<file path="src/rtl/full_adder_pkg.sv">
// Shared constants for arithmetic leaf cells.
// Holds the supported operand width bound.
package full_adder_pkg;

  localparam int MAX_WIDTH = 64;

endpackage

</file>
<file path="src/rtl/full_adder_bit.sv">
// One-bit full adder cell: the link in the ripple-carry chain.
// Latency: purely combinational. Backpressure: none.
module full_adder_bit (
  input  logic a,
  input  logic b,
  input  logic cin,
  output logic sum,
  output logic cout
);

  logic p;

  assign p    = a ^ b;
  assign sum  = p ^ cin;
  assign cout = (a & b) | (cin & p);

endmodule

</file>
<file path="src/rtl/full_adder.sv">
// Registered WIDTH-bit ripple-carry adder: {cout, sum} = a + b + cin.
// Latency: 1 cycle from in_valid to out_valid.
// Backpressure: none; accepts a new operand set every cycle.
module full_adder
  import full_adder_pkg::*;
#(
  parameter int WIDTH = 1
) (
  input  logic             clk,
  input  logic             rst_n,
  input  logic [WIDTH-1:0] a,
  input  logic [WIDTH-1:0] b,
  input  logic             cin,
  input  logic             in_valid,
  output logic [WIDTH-1:0] sum,
  output logic             cout,
  output logic             out_valid
);

  if (WIDTH < 1 || WIDTH > MAX_WIDTH) begin : g_bad_width
    $error("full_adder: WIDTH out of range");
  end

  logic [WIDTH:0]   c;
  logic [WIDTH-1:0] sum_nxt;

  assign c[0] = cin;

  for (genvar i = 0; i < WIDTH; i++) begin : g_bit
    full_adder_bit u_bit (
      .a    (a[i]),
      .b    (b[i]),
      .cin  (c[i]),
      .sum  (sum_nxt[i]),
      .cout (c[i+1])
    );
  end

  // Result registers only load on in_valid, so idle-cycle garbage on a/b/cin never reaches them.
  always_ff @(posedge clk or negedge rst_n) begin
    if (!rst_n) begin
      sum       <= '0;
      cout      <= 1'b0;
      out_valid <= 1'b0;
    end else begin
      out_valid <= in_valid;
      if (in_valid) begin
        sum  <= sum_nxt;
        cout <= c[WIDTH];
      end
    end
  end

endmodule

</file>
<file path="config.mk">
export PLATFORM = sky130hd
export DESIGN_NAME = full_adder
export DESIGN_NICKNAME = d
export VERILOG_FILES = /design/src/rtl/full_adder_pkg.sv /design/src/rtl/full_adder_bit.sv /design/src/rtl/full_adder.sv
export SDC_FILE = /design/constraint.sdc
export NUM_CORES = 1
export LEC_CHECK = 0
export ABC_AREA = 1
export BUFFER_PORTS_ARGS = -buffer_cell sky130_fd_sc_hd__buf_2
export CAP_MARGIN = 25
export CORE_AREA = 4 4 41 43
export CTS_BUF_LIST = sky130_fd_sc_hd__clkbuf_2
export CTS_CLUSTER_SIZE = 20
export DETAILED_ROUTE_END_ITERATION = 7
export DIE_AREA = 0 0 45 47
export HOLD_SLACK_MARGIN = 0.15
export SLEW_MARGIN = 5
export SYNTH_ARGS = -nofsm -noshare
export SYNTH_HDL_FRONTEND = slang
export SYNTH_SLANG_ARGS = --single-unit
export TNS_END_PERCENT = 30
</file>
<file path="constraint.sdc">
create_clock -name clk -period 0.95 [get_ports clk]
set_clock_uncertainty 0.2 [all_clocks]
set_input_delay 0.285 -clock clk [delete_from_list [all_inputs] [get_ports clk]]
set_output_delay 0.285 -clock clk [all_outputs]
set_load 0.005 [all_outputs]
</file>
**Word level (Yosys, flattened, before mapping)**

Cells that the tools add are included.

- Flip-flop bits (word level): 3
- Input port bits: 6
- Output and inout bits: 3
- Word-level logic and storage cells: 8

- Bitwise gates (word level): 5

Operators with widths:

| kind | number |
|---|---|
| 1-bit bitwise AND | 2 |
| 1-bit bitwise XOR | 2 |
| 1-bit OR | 1 |

**Depth between registers and ports, before layout**

- Depth after elaboration: 3
- Gate-level depth with buffers: 3
- Mapped depth without buffers: 3

**Cells and area by module**

Synthesis repeated with hierarchy kept, for this count alone.

- Cells, all modules: 11
- Area total of the unflattened synthesis: 121.4 µm²

By module, submodules not included:

| module | times used | cells an instance | area an instance (µm²) | seq. area each (µm²) |
|---|---|---|---|---|
| full_adder | 1 | 10 | 101.3 | 75.1 |
| full_adder_bit | 1 | 1 | 20.0 | 0.0 |

**Least setup slack after synthesis**

OpenSTA, ideal clock, no wires.

- Kind: in2reg
- Start point: input port a
- End point: register sum
- Setup time: 0.065 ns
- Arrival time: 0.890 ns
- Required time: 0.685 ns
- Setup slack: -0.205 ns
- Cell stages on the path: 3
- Buffers on the path: 0
- Cells stage by stage: fa_1 nand2_1 nand2_1

- Cells in the longest elaborated chain, start to end: 2

RTL lines:

| what | line | text |
|---|---|---|
| start, declared | full_adder.sv:11 | `input logic [WIDTH-1:0] a,` |
| 1-bit bitwise XOR | full_adder_bit.sv:13 | `assign p = a ^ b;` |
| 1-bit bitwise XOR | full_adder_bit.sv:14 | `assign sum = p ^ cin;` |
| end signal, assigned | full_adder.sv:48 | `sum <= sum_nxt;` |
| end, declared | full_adder.sv:15 | `output logic [WIDTH-1:0] sum,` |

No other way between the ends.
A chain may end at the register's enable or synchronous reset.

**Final worst setup path**

- Start point: register sum
- End point: output port sum

No word-level cell between the ends.

==> flow_summary.json <==
{
  "nets": 34,
  "path_delay_family": "flip-flops",
  "required_ps": 460,
  "htree_levels": 1,
  "p_sw_share_pct": 25.3,
  "num_vias": 118,
  "ios": 9,
  "first_pass_iters": 2,
  "syn_area_um2": 121,
  "p_per_area_nw_per_um2": 1710,
  "cts_buffer_depth": 2,
  "period_minus_slack_ps": 1180,
  "grt_first_pass_wirelength_um": 462,
  "hold_start": "in_valid",
  "fmax_mhz": 850,
  "multi_input_area_um2": 45.0,
  "hold_ws_ps": 41.1,
  "synthCells": 11,
  "power_switching_mw": 0.101,
  "layout_common_cells": "7 x buf_2, 6 x nand2_1, 4 x clkbuf_2, 3 x dfrtp_1, 2 x buf_4",
  "relSlewSlack_pct": 94.8,
  "p_comb_share_pct": 18.7,
  "cts_tree": "yes",
  "die_area_um2": 2120,
  "route.met3.wl_um": 51,
  "status": "finished, violations left",
  "grt_usage_pct": 3.89,
  "avgSynthCellArea_um2": 11.0,
  "gp_congestion": 0.659,
  "pwr-share-clk_pct": 44.8,
  "hold_path_class": "in -> reg",
  "core_area_um2": 1300,
  "start_util_pct": 9.33,
  "yosys_warnings": 0,
  "critPathLaunchType": "flip-flop",
  "hold_viol": 0,
  "syn-num-nets": 18,
  "crit_slowest_cell": "dfrtp_1",
  "crit_buf_inv": 1,
  "startpoint": "sum",
  "met2_length_um": 135,
  "violations": "negative setup slack",
  "grt_max_degree": 5,
  "clk_latency_ps": 200,
  "crit_chain": "buf_2",
  "wire_per_inst_um": 7.46,
  "area_growth_pct": 92.8,
  "arrival_ps": 690,
  "rows": 13,
  "root_buffer": "clkbuf_2",
  "routed_wl_um": 306,
  "top_layer": "met3",
  "drt_iter0_markers": 5,
  "worstReg2RegStart": "sum",
  "power_frac_seq_pct": 36.6,
  "critPathMaxFanout": 2,
  "drive_above_1_share_pct": 57.7,
  "grt-ovfl-total": 0,
  "clkSinkCount": 3,
  "io_buffers": 8,
  "p_leak_nw": 0.130,
  "drc": 0,
  "antenna_left": 0,
  "drv_cap": 0,
  "synth-seq-cells": 3,
  "drt-met1-wl_um": 119,
  "die_y_um": 47,
  "grt_pass1_vias": 141,
  "drv_slew": 0,
  "die_w_um": 45,
  "fillers": 154,
  "worst_setup_path_end_kind": "output port",
  "clkSlewWorstSetupHoldPaths_ps": 40,
  "peakVddDrop_mv": 0.228,
  "finalSetupViolations": 5,
  "cts_made_buffers": 3,
  "diodes": 0,
  "cts_hold_buf": 1,
  "synthDistinctLibCells": 4,
  "mostFrequentLayoutCell": "buf_2",
  "fin_ws_ps": -226,
  "path_class": "reg -> out",
  "via_per_inst": 2.88,
  "cpPeakStageDelay_ps": 360,
  "fin_crit_sh_pct": 124,
  "seqCellArea_um2": 75.1,
  "worst_pin_slew_ps": 78.0,
  "antenna_found_initial": 0,
  "intPower_mw": 0.299,
  "grt_setup_unrepaired": "true",
  "seq_area_frac_synth_pct": 61.9,
  "place_ws_ps": -351
}
-- stage by stage --
stage	util [%]	std cells	power [mW]	TNS, ps	instance area, um^2
final	18.0	41	0.400	-796	234
after CTS	17.4	40	0.405	-832	226
after global placement	14.4	35	0.207	-672	188
after floorplan	-	11	0.166	-359	121
after detailed placement	14.4	35	0.208	-679	188
after global routing	18.0	41	0.429	-925	234
-- flip-flops by register name, summed over array words and instances (netlist names) --
name and flops:
cout 1, out_valid 1, sum 1
-- final timing paths --
check	endpoint	slack, ps	cells after the start
max	sum	-230	1
min	out_valid	40	1
max reg2reg	sum	-70	4
min reg2reg	cout	260	2
max in group asynchronous	out_valid	250	2
min in group asynchronous	sum	200	2
-- synthesized netlist by cell type --
library cell / n / area (um^2)
dfrtp_1: 3 / 75.1
fa_1: 1 / 20.0
inv_1: 1 / 3.75
nand2_1: 6 / 22.5
-- metal layers --
layer,track usage [%],vias up
li1,-,61
met1,3.22,47
met2,4.80,10
met3,0,0
met4,10.5,0
met5,0,-
-- cell families after synthesis --
group | after synthesis | share of synthesized area (%)
AND/OR/NAND/NOR | 6 | 18.6
flip-flops | 3 | 61.9
buffers and inverters | 1 | 3.09
adder cells (fa/ha/maj) | 1 | 16.5
-- power groups by stage --
stage | Combinational [mW] | Sequential [mW] | Clock [mW]
3_3_place_gp | 0.0588 | 0.148 | 0
4_1_cts | 0.0669 | 0.146 | 0.192
3_5_place_dp | 0.0598 | 0.148 | 0
2_1_floorplan | 0.0149 | 0.151 | 0
5_1_grt | 0.0858 | 0.148 | 0.196
6_report | 0.0745 | 0.146 | 0.179
-- final cells by class --
cell class | count | share of cell area, %
multi-input cells | 7 | 19.3
flip-flops and latches | 3 | 32.1
well taps | 15 | 8.02
inverters | 1 | 1.60
clock buffers | 4 | 8.56
repair buffers | 11 | 30.5
-- timing repair --
action                                  in CTS  in global routing
pin swaps                                    2                  0
hold endpoints to repair                     6                  2
endpoints found under the setup margin       5                  5
setup buffers                                0                  1
gates resized for setup                      2                  0
(Power assumes the default switching activity.)
